### src/rtl/kamacore_pkg.sv
// kamacore_pkg: shared fetch-stage constants, fetch FSM states and the IF/ID slot type
package kamacore_pkg;
  localparam int CPU_WIDTH = 32;
  localparam logic [31:0] NOP_INSTR = 32'h0000_0013;
  typedef enum logic [1:0] {REQ, WAIT, HOLD} e_fetch_state;
  typedef struct packed {
    logic                 valid;
    logic [CPU_WIDTH-1:0] pc;
    logic [31:0]          instruction;
  } st_fetch_slot;
endpackage

### src/rtl/kamacore_fetch_hold_buffer.sv
// kamacore_fetch_hold_buffer: one-entry register parking a fetched instruction while decode stalls
module kamacore_fetch_hold_buffer (
  input  logic        clk,
  input  logic        rst,
  input  logic        i_capture,
  input  logic        i_flush,
  input  logic [31:0] i_data,
  output logic        o_valid,
  output logic [31:0] o_data
);
  logic        r_valid;
  logic [31:0] r_data;
  always_ff @(posedge clk) begin
    if (!rst || i_flush) r_valid <= 1'b0;
    else if (i_capture) r_valid <= 1'b1;
    if (i_capture) r_data <= i_data;
  end
  assign o_valid = r_valid;
  assign o_data  = r_data;
endmodule

### src/rtl/kamacore_stage_if.sv
// kamacore_stage_if: instruction fetch stage with single-outstanding imem requests and IF/ID slot
// Define KAMACORE_IF_PERF_EN to add the perf_fetched / perf_bubbles counters.
module kamacore_stage_if
  import kamacore_pkg::*;
#(
  parameter logic [CPU_WIDTH-1:0] RESET_PC = '0
) (
  input  logic                 clk,
  input  logic                 rst,
  input  logic                 stall,
  input  logic                 redirect_valid,
  input  logic [CPU_WIDTH-1:0] redirect_pc,
  output logic                 imem_req_valid,
  input  logic                 imem_req_ready,
  output logic [CPU_WIDTH-1:0] imem_req_addr,
  input  logic                 imem_rsp_valid,
  input  logic [31:0]          imem_rsp_data,
  output logic                 if_id_valid,
  output logic [CPU_WIDTH-1:0] if_id_pc,
  output logic [31:0]          if_id_instruction
`ifdef KAMACORE_IF_PERF_EN
  ,
  output logic [31:0]          perf_fetched,
  output logic [31:0]          perf_bubbles
`endif
);
  e_fetch_state         r_state, w_next_state;
  logic [CPU_WIDTH-1:0] r_pc, w_next_pc;
  logic                 r_drop, w_next_drop;
  st_fetch_slot         r_slot, w_next_slot;
  logic                 w_load, w_keep, w_capture, w_release;
  logic [31:0]          w_load_data;
  logic                 w_hold_valid;
  logic [31:0]          w_hold_data;

  kamacore_fetch_hold_buffer u_hold (
    .clk       (clk),
    .rst       (rst),
    .i_capture (w_capture),
    .i_flush   (redirect_valid || w_release),
    .i_data    (imem_rsp_data),
    .o_valid   (w_hold_valid),
    .o_data    (w_hold_data)
  );

  always_comb begin
    w_next_state = r_state;
    w_next_pc    = r_pc;
    w_next_drop  = r_drop;
    w_load       = 1'b0;
    w_load_data  = imem_rsp_data;
    w_capture    = 1'b0;
    w_release    = 1'b0;
    case (r_state)
      REQ: begin
        // a response seen while not waiting can only be a leftover from before reset
        if (imem_rsp_valid) w_next_drop = 1'b0;
        if (imem_req_ready) begin
          w_next_state = WAIT;
          if (redirect_valid) w_next_drop = 1'b1;
        end
      end
      WAIT: begin
        if (imem_rsp_valid) begin
          w_next_state = (r_drop || redirect_valid || !stall) ? REQ : HOLD;
          w_next_drop  = 1'b0;
          w_load       = !r_drop && !stall;
          w_capture    = !r_drop && stall;
        end else if (redirect_valid) w_next_drop = 1'b1;
      end
      HOLD: begin
        if (redirect_valid) w_next_state = REQ;
        else if (!stall && w_hold_valid) begin
          w_next_state = REQ;
          w_load       = 1'b1;
          w_load_data  = w_hold_data;
          w_release    = 1'b1;
        end
      end
      default: w_next_state = REQ;
    endcase
    if (w_load) w_next_pc = r_pc + CPU_WIDTH'(4);
    if (redirect_valid) begin
      w_next_pc = redirect_pc;
      w_load    = 1'b0;
      w_capture = 1'b0;
    end
    w_keep      = stall && !redirect_valid;
    w_next_slot = w_load ? st_fetch_slot'({1'b1, r_pc, w_load_data}) :
                  w_keep ? r_slot : st_fetch_slot'({1'b0, r_slot.pc, NOP_INSTR});
  end

  always_ff @(posedge clk) begin
    if (!rst) begin
      r_state <= REQ;
      r_pc    <= RESET_PC;
      r_drop  <= (r_state == WAIT) || (r_drop && !imem_rsp_valid);
      r_slot  <= st_fetch_slot'({1'b0, {CPU_WIDTH{1'b0}}, NOP_INSTR});
    end else begin
      r_state <= w_next_state;
      r_pc    <= w_next_pc;
      r_drop  <= w_next_drop;
      r_slot  <= w_next_slot;
    end
  end

  assign imem_req_valid    = rst && (r_state == REQ);
  assign imem_req_addr     = r_pc;
  assign if_id_valid       = r_slot.valid;
  assign if_id_pc          = r_slot.pc;
  assign if_id_instruction = r_slot.instruction;

`ifdef KAMACORE_IF_PERF_EN
  logic        w_bubble;
  logic [31:0] r_perf_fetched, r_perf_bubbles;
  assign w_bubble = !w_load && !w_keep;
  always_ff @(posedge clk) begin
    if (!rst) begin
      r_perf_fetched <= '0;
      r_perf_bubbles <= '0;
    end else begin
      if (w_load) r_perf_fetched <= r_perf_fetched + 32'd1;
      if (w_bubble) r_perf_bubbles <= r_perf_bubbles + 32'd1;
    end
  end
  assign perf_fetched = r_perf_fetched;
  assign perf_bubbles = r_perf_bubbles;
`endif
endmodule

### config.mk
export PLATFORM = sky130hd
export DESIGN_NAME = kamacore_stage_if
export DESIGN_NICKNAME = d
export VERILOG_FILES = /design/src/rtl/kamacore_pkg.sv /design/src/rtl/kamacore_fetch_hold_buffer.sv /design/src/rtl/kamacore_stage_if.sv
export SDC_FILE = /design/constraint.sdc
export NUM_CORES = 1
export LEC_CHECK = 0
export ABC_AREA = 0
export ABC_CLOCK_PERIOD_IN_PS = 3100
export CAP_MARGIN = 20
export CORE_MARGIN = 2
export CORE_UTILIZATION = 48
export DETAILED_ROUTE_END_ITERATION = 16
export GPL_ROUTABILITY_DRIVEN = 0
export PLACE_DENSITY = 0.89
export SLEW_MARGIN = 10
export SYNTH_ARGS = -nofsm -noshare
export SYNTH_HDL_FRONTEND = slang
export SYNTH_SLANG_ARGS = --single-unit
### constraint.sdc
create_clock -name clk -period 3.1 [get_ports clk]
set_input_delay 0.775 -clock clk [delete_from_list [all_inputs] [get_ports clk]]
set_output_delay 0.775 -clock clk [all_outputs]
set_load 0.01 [all_outputs]
==> results of run 1 <==
[critical path, delay by kind of cell]
family | cells | cell delay (ns)
buffers and inverters | 3 | 1.19
AND/OR/NAND/NOR | 1 | 0.08
[cells by family after synthesis]
kind of cell	Yosys count	synth area share [%]
AOI/OAI and AO/OA	156	18.27
xor gates and xnor gates	6	0.9103
adders and majority gates	4	0.8670
buffers and inverters	52	3.879
DFF	133	51.84
muxes	36	6.936
and+or+nand+nor	205	17.29
[final timing paths]
path,start,end,slack [ns],depth (start not counted)
min,if_id_pc[20]$_SDFFE_PN0P_,if_id_pc[20]$_SDFFE_PN0P_,0.46,2
min reg2reg,if_id_pc[20]$_SDFFE_PN0P_,if_id_pc[20]$_SDFFE_PN0P_,0.46,2
max reg2reg,r_state[1]$_SDFFE_PN0P_,imem_req_addr[11]$_SDFFE_PN0P_,0.70,6
max,rst,imem_req_valid,0.28,4
[cell type report]
| type | instances | share of cell area [%] |
|---|---|---|
| inverter | 9 | 0.4130 |
| tap | 147 | 2.248 |
| clock inverter | 12 | 1.667 |
| sequential | 133 | 36.59 |
| multi-input combinational | 407 | 31.54 |
| clock buffer | 20 | 5.338 |
| timing repair buffer | 183 | 22.21 |
[power breakdown]
group	leakage [nW]	internal (W)	total, W	switching [W]
registers	1.11	0.00182	0.00188	0.0000558
logic	1.40	0.000200	0.000367	0.000166
clock network	0.285	0.00125	0.00196	0.000712
total	2.80	0.00327	0.00420	0.000934
[state kept, by name, summed over array words and instances, names as in the netlist]
register,count
u_hold.o_data,32
u_hold.o_valid,1
r_drop,1
if_id_instruction,32
if_id_pc,32
r_state,2
if_id_valid,1
imem_req_addr,32
[synth_stat cells (4+ instances only)]
library cell and instances:
or3_1 9, o21ai_0 26, or4_1 11, nor2b_1 5
o211ai_1 4, nor4_1 4, a22oi_1 29, a21oi_1 39
xor2_1 4, a31oi_1 14, mux2i_1 4, edfxtp_1 33
dfxtp_1 100, and3_1 8, nand3_1 17, nor2_1 45
and4_1 5, clkbuf_1 26, mux2_2 32, o22ai_1 4
a211oi_1 8, o31ai_1 9, nand4_1 6, nand2_1 83
ha_1 4, inv_1 8, buf_2 14
[metrics by stage]
stage / hold WS, ns / utilization (%) / worst slack (ns) / area, um^2
2_1_floorplan: 0.4805 / - / 0.7387 / 5773
3_3_place_gp: 0.4433 / 64.13 / 0.2126 / 7607
3_5_place_dp: 0.4506 / 64.13 / 0.1186 / 7607
4_1_cts: 0.4582 / 68.97 / 0.2833 / 8180
5_1_grt: 0.4741 / 68.97 / 0.2135 / 8180
6_report: 0.4571 / 68.97 / 0.2772 / 8180
[metal layers]
metal | wire length, um | global-route usage [%]
met5 | 0 | 0
met4 | 452 | 12.11
met3 | 1005 | 5.951
met2 | 8432 | 44.27
met1 | 6911 | 32.23
==> insert_results.sql, run 1 <==
INSERT INTO impl_metrics (metric_group, metric, value, unit) VALUES
('run_status', 'result_of_the_run', 'finished, final reports clean', ''),
('timing', 'final-max-slew-violation-count', '0', ''),
('clock_tree', 'holdBufCountCts', '0', ''),
('route', 'drc', '0', ''),
('synthesis', 'flip_flop_and_latch_count_after_synthesis', '133', ''),
('critical_path', 'cp-end-kind', 'primary output', ''),
('synthesis', 'synth_top_cells_by_area', 'dfxtp_1 (35%), edfxtp_1 (17%), mux2_2 (6.2%)', ''),
('synthesis', 'synth_top_cell_by_area', 'dfxtp_1', ''),
('route', 'final_wl', '16800', 'um'),
('grt', 'wire_length_of_the_first_global_routing_pass', '26880', 'um'),
('timing', 'max_slew_margin', '46.06', '%'),
('floorplan', 'floorplan.initialDensity', '48.67', '%'),
('timing', 'crit_path_time_final', '2.823', 'ns'),
('clock_tree', 'clock_insertion_delay_worst_skew', '0.41', 'ns'),
('synthesis', 'async_reset_ff_share', '0', '%'),
('critical_path', 'startpoint_type', 'primary input', ''),
('synthesis', 'number_of_enable_type_register_cells_in_the_synthesized_netlist', '33', ''),
('cells_and_area', 'sequential_cell_area', '2993', 'um^2'),
('route', 'final_antenna_net_count', '0', ''),
('synthesis', 'netlist-cell-type-count', '53', ''),
('min_path', 'timing.hold.worst.class', 'reg -> reg', ''),
('grt', 'track_usage', '26.29', '%'),
('route', 'detail_route.vias_per_cell', '5.922', ''),
('synthesis', 'synth.yosys.warnings', '0', ''),
('floorplan', 'die_h', '113.7', 'um'),
('grt', 'grt_overflow', '0', ''),
('job', 'timing.max_cap.violations', '0', ''),
('placement', 'post-dp-hpwl', '11560', 'um'),
('cells_and_area', 'nNetsFinal', '825', ''),
('critical_path', 'crit_top_cell', 'clkdlybuf4s50_1', ''),
('grt', 'grt_antenna_before_repair', '0', ''),
('synthesis', 'syn-mean-instance-area', '9.752', 'um^2'),
('route', 'wl_per_cell', '18.44', 'um'),
('critical_path', 'worstPathArrival', '2.05', 'ns'),
('placement', 'cells_after_dpl', '879', ''),
('cells_and_area', 'drive_gt1_share', '11.13', '%'),
('pwr', 'power', '0.004203', 'W'),
('pwr', 'vdd_drop_max', '361.5', 'uV'),
('pwr', 'power_density', '513.8', 'nW/um^2'),
('timing', 'finalSetupViolations', '0', ''),
('floorplan', 'die_width', '113.7', 'um'),
('timing', 'worst_slew_pin_slew', '0.8091', 'ns'),
('cells_and_area', 'antenna-diode-count', '0', ''),
('cells_and_area', 'mostFrequentLayoutCell', 'clkdlybuf4s50_1', ''),
('cells_and_area', 'highest_count_cells_in_the_layout_ignoring_fill_and_taps', 'clkdlybuf4s50_1 (167), dfxtp_1 (100), nand2_1 (83)', ''),
('timing', 'clock-skew-final', '0.006748', 'ns'),
('clock_tree', 'postCtsResizedCells', '0', ''),
('floorplan', 'die_area', '12920', 'um^2'),
('clock_tree', 'ctsHtreeMaxLevel', '4', ''),
('clock_tree', 'clock_tree.root_cell', 'clkbuf_16', ''),
('grt', 'maximum_number_of_pins_on_one_net_before_global_route_repair', '75', ''),
('clock_tree', 'cts_setup_buffers', '0', ''),
('critical_path', 'crit_slowest_cell', 'clkdlybuf4s50_1', ''),
('synthesis', 'syn_inst', '592', ''),
('critical_path', 'critical_path.max_stage_delay', '0.58', 'ns'),
('route', 'first_iter_violations', '446', ''),
('cells_and_area', 'multi_input_area', '2580', 'um^2'),
('synthesis', 'synth.net_count', '666', ''),
('timing', 'final-hold-violation-count', '0', ''),
('synthesis', 'synth_top_flop_cell', 'dfxtp_1', ''),
('critical_path', 'worst-path-max-fanout', '2', ''),
('cells_and_area', 'instances_no_fill', '911', ''),
('grt', 'vias_in_the_first_global_route', '5362', ''),
('clock_tree', 'cts.sink_count', '133', ''),
('timing', 'grt_setup_unrepaired', 'false', ''),
('synthesis', 'area_of_the_mapped_netlist', '5773', 'um^2'),
('clock_tree', 'numCtsBuffers', '17', ''),
('critical_path', 'timing.setup.critical_path_class', 'in -> out', ''),
('cells_and_area', 'layout-area-overhead-vs-synth', '41.70', '%'),
('pwr', 'static-leakage-power', '2.800', 'nW'),
('critical_path', 'crit_path_cell_trace', 'clkdlybuf4s50_1 > inv_2 > nor2_1 > clkdlybuf4s50_1', '');
Note: power is estimated with default switching activity, not from simulation.
==> inputs of run 2 (changes only) <==
--- a/config.mk
+++ b/config.mk
@@ -6,13 +6,13 @@
 export NUM_CORES = 1
 export LEC_CHECK = 0
 export ABC_AREA = 0
-export ABC_CLOCK_PERIOD_IN_PS = 3100
+export ABC_CLOCK_PERIOD_IN_PS = 3200
 export CAP_MARGIN = 20
 export CORE_MARGIN = 2
-export CORE_UTILIZATION = 48
+export CORE_UTILIZATION = 35
 export DETAILED_ROUTE_END_ITERATION = 16
 export GPL_ROUTABILITY_DRIVEN = 0
-export PLACE_DENSITY = 0.89
+export PLACE_DENSITY = 0.7
 export SLEW_MARGIN = 10
 export SYNTH_ARGS = -nofsm -noshare
 export SYNTH_HDL_FRONTEND = slang
==> constraint.sdc (replaced) <==
create_clock -name clk -period 3.2 [get_ports clk]
set_input_delay 0.8 -clock clk [delete_from_list [all_inputs] [get_ports clk]]
set_output_delay 0.8 -clock clk [all_outputs]
set_load 0.01 [all_outputs]
==> insert_results.sql, run 2 (synthesis results as in run 1) <==
INSERT INTO impl_metrics (metric_group, metric, value, unit) VALUES
('run_status', 'result_of_the_run', 'finished, final reports clean', ''),
('critical_path', 'timing.setup.critical_path_class', 'in -> out', ''),
('grt', 'vias_in_the_first_global_route', '5070', ''),
('clock_tree', 'cts_tree', 'built', ''),
('clock_tree', 'numCtsBuffers', '17', ''),
('route', 'wl_per_cell', '17.07', 'um'),
('route', 'drt-pass1-iter-count', '5', ''),
('grt', 'track_usage', '18.94', '%'),
('timing', 'crit_path_time_final', '2.877', 'ns'),
('timing', 'timing.setup.tns', '0', 'ns'),
('timing', 'final-hold-violation-count', '0', ''),
('min_path', 'timing.hold.worst.class', 'reg -> reg', ''),
('timing', 'maxClockFrequency', '347.5', 'MHz'),
('clock_tree', 'cts_setup_buffers', '0', ''),
('critical_path', 'ff2ff_setup_slack', '0.94', 'ns'),
('timing', 'grt_setup_unrepaired', 'false', ''),
('critical_path', 'crit_path_start', 'rst', ''),
('timing', 'finalSetupViolations', '0', ''),
('job', 'timing.max_cap.violations', '0', ''),
('timing', 'timing.final.ws_setup', '0.3225', 'ns'),
('route', 'dr_total_vias', '5221', ''),
('placement', 'post-dp-hpwl', '11720', 'um'),
('critical_path', 'crit_path_cell_trace', 'clkdlybuf4s50_1 > inv_2 > nor2_1 > clkdlybuf4s50_1', ''),
('critical_path', 'worst-path-max-fanout', '2', ''),
('clock_tree', 'postCtsResizedCells', '0', ''),
('placement', 'worst_setup_slack_post_dpl', '0.2378', 'ns'),
('floorplan', 'die_width', '132.4', 'um'),
('pwr', 'static-leakage-power', '2.806', 'nW'),
('floorplan', 'num_io_pins', '168', ''),
('clock_tree', 'cts.path.max_buffers', '2', ''),
('cells_and_area', 'sequential_cell_area', '2993', 'um^2'),
('timing', 'fin_hold_ws', '0.4521', 'ns'),
('critical_path', 'worst_r2r_path_depth', '6', ''),
('floorplan', 'die_area', '17540', 'um^2'),
('cells_and_area', 'multi_input_area', '2580', 'um^2'),
('cells_and_area', 'fillerInstances', '1495', ''),
('route', 'drc', '0', ''),
('critical_path', 'crit_slowest_cell', 'clkdlybuf4s50_1', ''),
('critical_path', 'startpoint_type', 'primary input', ''),
('clock_tree', 'clock_tree.root_cell', 'clkbuf_16', ''),
('pwr', 'vdd_drop_max', '336.0', 'uV'),
('clock_tree', 'clock_insertion_delay_worst_skew', '0.42', 'ns'),
('grt', 'maximum_number_of_pins_on_one_net_before_global_route_repair', '73', ''),
('min_path', 'hold-path-cell-count', '2', ''),
('floorplan', 'floorplan.initialDensity', '36.08', '%'),
('clock_tree', 'clk_pin_slew_worst_paths', '0.05', 'ns'),
('floorplan', 'rows', '46', ''),
('clock_tree', 'ctsHtreeMaxLevel', '4', ''),
('timing', 'min_period_over_period', '89.92', '%'),
('placement', 'port_buffer_cells', '167', ''),
('route', 'final_antenna_net_count', '0', ''),
('clock_tree', 'cts.sink_count', '133', ''),
('critical_path', 'reg2reg_from', 'r_state[1]$_SDFFE_PN0P_', ''),
('cells_and_area', 'layout-area-overhead-vs-synth', '43.45', '%'),
('clock_tree', 'holdBufCountCts', '0', ''),
('critical_path', 'worstPathArrival', '2.08', 'ns'),
('cells_and_area', 'mostFrequentLayoutCell', 'clkdlybuf4s50_1', ''),
('critical_path', 'cp-end-kind', 'primary output', ''),
('timing', 'worst_slew_pin_slew', '0.8258', 'ns'),
('critical_path', 'crit_required', '2.40', 'ns'),
('floorplan', 'die_h', '132.4', 'um'),
('cells_and_area', 'antenna-diode-count', '0', ''),
('placement', 'post_placement_cell_area', '7706', 'um^2'),
('critical_path', 'critical_path.max_stage_delay', '0.57', 'ns'),
('floorplan', 'design.core.area', '16000', 'um^2'),
('grt', 'grt_overflow', '0', ''),
('cells_and_area', 'final_design_area_no_fill', '8282', 'um^2'),
('critical_path', 'crit_top_cell', 'clkdlybuf4s50_1', ''),
('timing', 'final-max-slew-violation-count', '0', ''),
('pwr', 'power_density', '490.1', 'nW/um^2'),
('route', 'detail_route.vias_per_cell', '5.328', ''),
('cells_and_area', 'nNetsFinal', '825', ''),
('grt', 'grt_antenna_before_repair', '0', ''),
('cells_and_area', 'highest_count_cells_in_the_layout_ignoring_fill_and_taps', 'clkdlybuf4s50_1 (167), dfxtp_1 (100), nand2_1 (83)', ''),
('route', 'first_iter_violations', '444', ''),
('timing', 'max_slew_margin', '44.95', '%'),
('timing', 'clock-skew-final', '0.01236', 'ns'),
('cells_and_area', 'drive_gt1_share', '11.26', '%'),
('grt', 'wire_length_of_the_first_global_routing_pass', '26520', 'um'),
('route', 'final_wl', '16720', 'um'),
('min_path', 'min-delay-start', 'if_id_pc[25]$_SDFFE_PN0P_', '');
[run 2: changes by cell type in the layout (fill, tap and decap cells not counted), sizes merged]
cell      delta
inv          +1
bufinv       -1
clkbuf       -1
clkinvlp     +1
[run 2: worst max-delay path: cells and delay by family]
kind          cells  cell delay (ns)
buf+inv           3             1.17
simple gates      1             0.10
[run 2: final timing paths]
check | end
hold / removal | if_id_pc[25]$_SDFFE_PN0P_
setup reg to reg | imem_req_addr[9]$_SDFFE_PN0P_
hold reg to reg | if_id_pc[25]$_SDFFE_PN0P_
setup / recovery | imem_req_valid
[run 2: cell type report]
class,instances,area share (%)
clock buffers,19,5.348
clock inverters,13,1.601
inverters,9,0.4079
multi-input cells,407,31.15
flip-flops and latches,133,36.14
well taps,216,3.263
repair buffers,183,22.09
[run 2: power breakdown]
group	switching, W	leakage (nW)	internal (W)
Sequential	0.0000548	1.11	0.00176
Clock	0.000728	0.278	0.00116
Combinational	0.000158	1.42	0.000194
Total	0.000941	2.81	0.00312
[run 2: through the flow]
stage                     total power [W]  utilization (%)  instances
after floorplan                  0.001988                -        592
after global placement           0.002192            48.16        948
after detailed placement         0.002204            48.16        948
after CTS                        0.004096            51.76        980
after global routing             0.004205            51.76        980
final                            0.004058            51.76        980
[run 2: per-layer routing]
layer	vias to the layer above	part of all wire, %	global-route usage [%]
li1	2508	-	-
met1	2522	44	23.59
met2	172	49	31.81
met3	19	6.2	5.019
met4	0	1.6	6.511
met5	-	0	0
==> inputs of run 3 (changes only) <==
==> constraint.sdc (replaced) <==
create_clock -name clk -period 3.2 [get_ports clk]
set_input_delay 0.8 -clock clk [delete_from_list [all_inputs] [get_ports clk]]
set_output_delay 0.8 -clock clk [all_outputs]
set_load 0.05 [all_outputs]
==> insert_results.sql, run 3 (synthesis results as in run 1) <==
INSERT INTO impl_metrics (metric_group, metric, value, unit) VALUES
('run_status', 'result_of_the_run', 'finished, final reports clean', ''),
('timing', 'timing.final.ws_setup', '0.5537', 'ns'),
('pwr', 'clock_power_share', '48.1', '%'),
('floorplan', 'die_area', '17540', 'um^2'),
('route', 'wl_met2', '8022', 'um'),
('clock_tree', 'clock_tree.root_cell', 'clkbuf_16', ''),
('clock_tree', 'cts_setup_buffers', '0', ''),
('pwr', 'seq_power_share', '41.7', '%'),
('route', 'drt-met1-wl', '7170', 'um'),
('timing', 'maxClockFrequency', '377.9', 'MHz'),
('critical_path', 'crit_required', '3.53', 'ns'),
('clock_tree', 'ctsHtreeMaxLevel', '4', ''),
('floorplan', 'design.core.area', '16000', 'um^2'),
('critical_path', 'startpoint_type', 'primary input', ''),
('critical_path', 'critical-path-top-delay-family', 'simple AND/OR/NAND/NOR gates', ''),
('clock_tree', 'numCtsBuffers', '17', ''),
('route', 'final_antenna_net_count', '0', ''),
('cells_and_area', 'antenna-diode-count', '0', ''),
('floorplan', 'floorplan.initialDensity', '36.08', '%'),
('timing', 'worst_slew_pin_slew', '0.6595', 'ns'),
('critical_path', 'worst-path-max-fanout', '10', ''),
('job', 'timing.max_cap.violations', '0', ''),
('route', 'final_wl', '16690', 'um'),
('clock_tree', 'clock_insertion_delay_worst_skew', '0.41', 'ns'),
('route', 'dr.max_layer_used', 'met4', ''),
('grt', 'vias_in_the_first_global_route', '5247', ''),
('critical_path', 'timing.setup.critical_path_class', 'in -> reg', ''),
('cells_and_area', 'layout-area-overhead-vs-synth', '44.63', '%'),
('cells_and_area', 'drive_gt1_share', '11.13', '%'),
('critical_path', 'crit_slowest_cell', 'and4bb_1', ''),
('floorplan', 'die_h', '132.4', 'um'),
('pwr', 'static-leakage-power', '2.830', 'nW'),
('route', 'first_iter_violations', '377', ''),
('cells_and_area', 'highest_count_cells_in_the_layout_ignoring_fill_and_taps', 'clkdlybuf4s50_1 (166), dfxtp_1 (100), nand2_1 (83)', ''),
('min_path', 'timing.hold.worst.class', 'reg -> reg', ''),
('route', 'met3_routed_wl', '1067', 'um'),
('timing', 'final-hold-violation-count', '0', ''),
('timing', 'timing.setup.tns', '0', 'ns'),
('pwr', 'power_density', '522.4', 'nW/um^2'),
('timing', 'grt_setup_unrepaired', 'false', ''),
('grt', 'grt_overflow', '0', ''),
('critical_path', 'worstPathArrival', '2.97', 'ns'),
('placement', 'post-dp-hpwl', '11760', 'um'),
('pwr', 'combPwrFrac', '10.2', '%'),
('grt', 'grt_antenna_before_repair', '0', ''),
('clock_tree', 'clk_pin_slew_worst_paths', '0.06', 'ns'),
('cells_and_area', 'nNetsFinal', '825', ''),
('timing', 'max_slew_margin', '56.04', '%'),
('floorplan', 'num_io_pins', '168', ''),
('route', 'wl_per_cell', '17.03', 'um'),
('timing', 'crit_path_time_final', '2.646', 'ns'),
('grt', 'track_usage', '18.93', '%'),
('floorplan', 'die_width', '132.4', 'um'),
('grt', 'maximum_number_of_pins_on_one_net_before_global_route_repair', '59', ''),
('placement', 'port_buffer_cells', '167', ''),
('pwr', 'power.share.switching', '23.09', '%'),
('timing', 'clock-skew-final', '0.008622', 'ns'),
('clock_tree', 'cts.path.max_buffers', '2', ''),
('pwr', 'p_int', '0.003354', 'W'),
('timing', 'final-max-slew-violation-count', '0', ''),
('route', 'drt-pass1-iter-count', '5', ''),
('floorplan', 'rows', '46', ''),
('timing', 'finalSetupViolations', '0', ''),
('cells_and_area', 'mostFrequentLayoutCell', 'clkdlybuf4s50_1', ''),
('grt', 'wire_length_of_the_first_global_routing_pass', '26540', 'um'),
('placement', 'worst_setup_slack_post_dpl', '0.2022', 'ns'),
('critical_path', 'critical_path.max_stage_delay', '0.58', 'ns'),
('critical_path', 'cp_num_buf_inv', '2', ''),
('critical_path', 'cp-end-kind', 'register', ''),
('clock_tree', 'holdBufCountCts', '0', ''),
('critical_path', 'crit_path_cell_trace', 'clkdlybuf4s50_1 > and4bb_1 > buf_4 > o2111ai_4 > or3_1 > a211oi_1', ''),
('route', 'detail_route.vias_per_cell', '5.313', ''),
('route', 'drc', '0', ''),
('timing', 'min_period_over_period', '82.70', '%'),
('pwr', 'net-switching-power', '0.001007', 'W'),
('clock_tree', 'cts_tree', 'built', ''),
('clock_tree', 'postCtsResizedCells', '0', ''),
('clock_tree', 'cts.sink_count', '133', ''),
('pwr', 'vdd_drop_max', '307.4', 'uV'),
('route', 'dr_total_vias', '5207', '');
[run 3: cell count changes in the layout (fill, tap and decap cells not counted), sizes merged]
cell           delta
clkinv            -4
bufinv            +3
clkbuf            +2
buf               +1
clkdlybuf4s50     -1
inv               -1
[run 3: cell type report]
cell class | instances | area [um^2]
sequential | 133 | 2993
clock buffer | 21 | 450.4
tap | 216 | 270.3
clock inverter | 11 | 182.7
multi-input combinational | 407 | 2580
fill | 1465 | 7651
timing repair buffer | 183 | 1839
inverter | 9 | 33.78
[run 3: worst paths after layout]
check	from	endpoint	slack [ns]	cells after the start
worst max-delay path	stall	imem_req_addr[26]$_SDFFE_PN0P_	0.55	6
worst min-delay path	if_id_pc[15]$_SDFFE_PN0P_	if_id_pc[15]$_SDFFE_PN0P_	0.45	2
worst max register to register	r_state[1]$_SDFFE_PN0P_	imem_req_addr[26]$_SDFFE_PN0P_	0.85	7
worst min register to register	if_id_pc[15]$_SDFFE_PN0P_	if_id_pc[15]$_SDFFE_PN0P_	0.45	2
[run 3: tightest hold or removal path, stage by stage (launching register included)]
cell and delay (ns):
dfxtp_1 0.30, nand2_1 0.05, a21oi_1 0.05
[run 3: stage by stage]
stage          std cells  power, W  util [%]  hold WS [ns]  area [um^2]
2_1_floorplan        592  0.002080         -        0.4871         5773
6_report             980  0.004361     52.18        0.4530         8349
3_3_place_gp         948  0.002286     48.22        0.4422         7716
5_1_grt              980  0.004516     52.18        0.4704         8349
4_1_cts              980  0.004400     52.18        0.4530         8349
3_5_place_dp         948  0.002297     48.22        0.4455         7716
[run 3: layer usage]
metal,vias to the layer above,track usage [%]
met2,190,31.84
met3,30,4.751
met1,2482,22.55
met4,0,9.319
met5,-,0
li1,2505,-
[run 3: power by group through the flow]
stage	Clock [W]	Sequential, W	Combinational, W
3_3_place_gp	0	0.00185	0.000437
3_5_place_dp	0	0.00185	0.000445
6_report	0.00210	0.00182	0.000445
5_1_grt	0.00222	0.00182	0.000475
2_1_floorplan	0	0.00194	0.000144
4_1_cts	0.00214	0.00182	0.000448
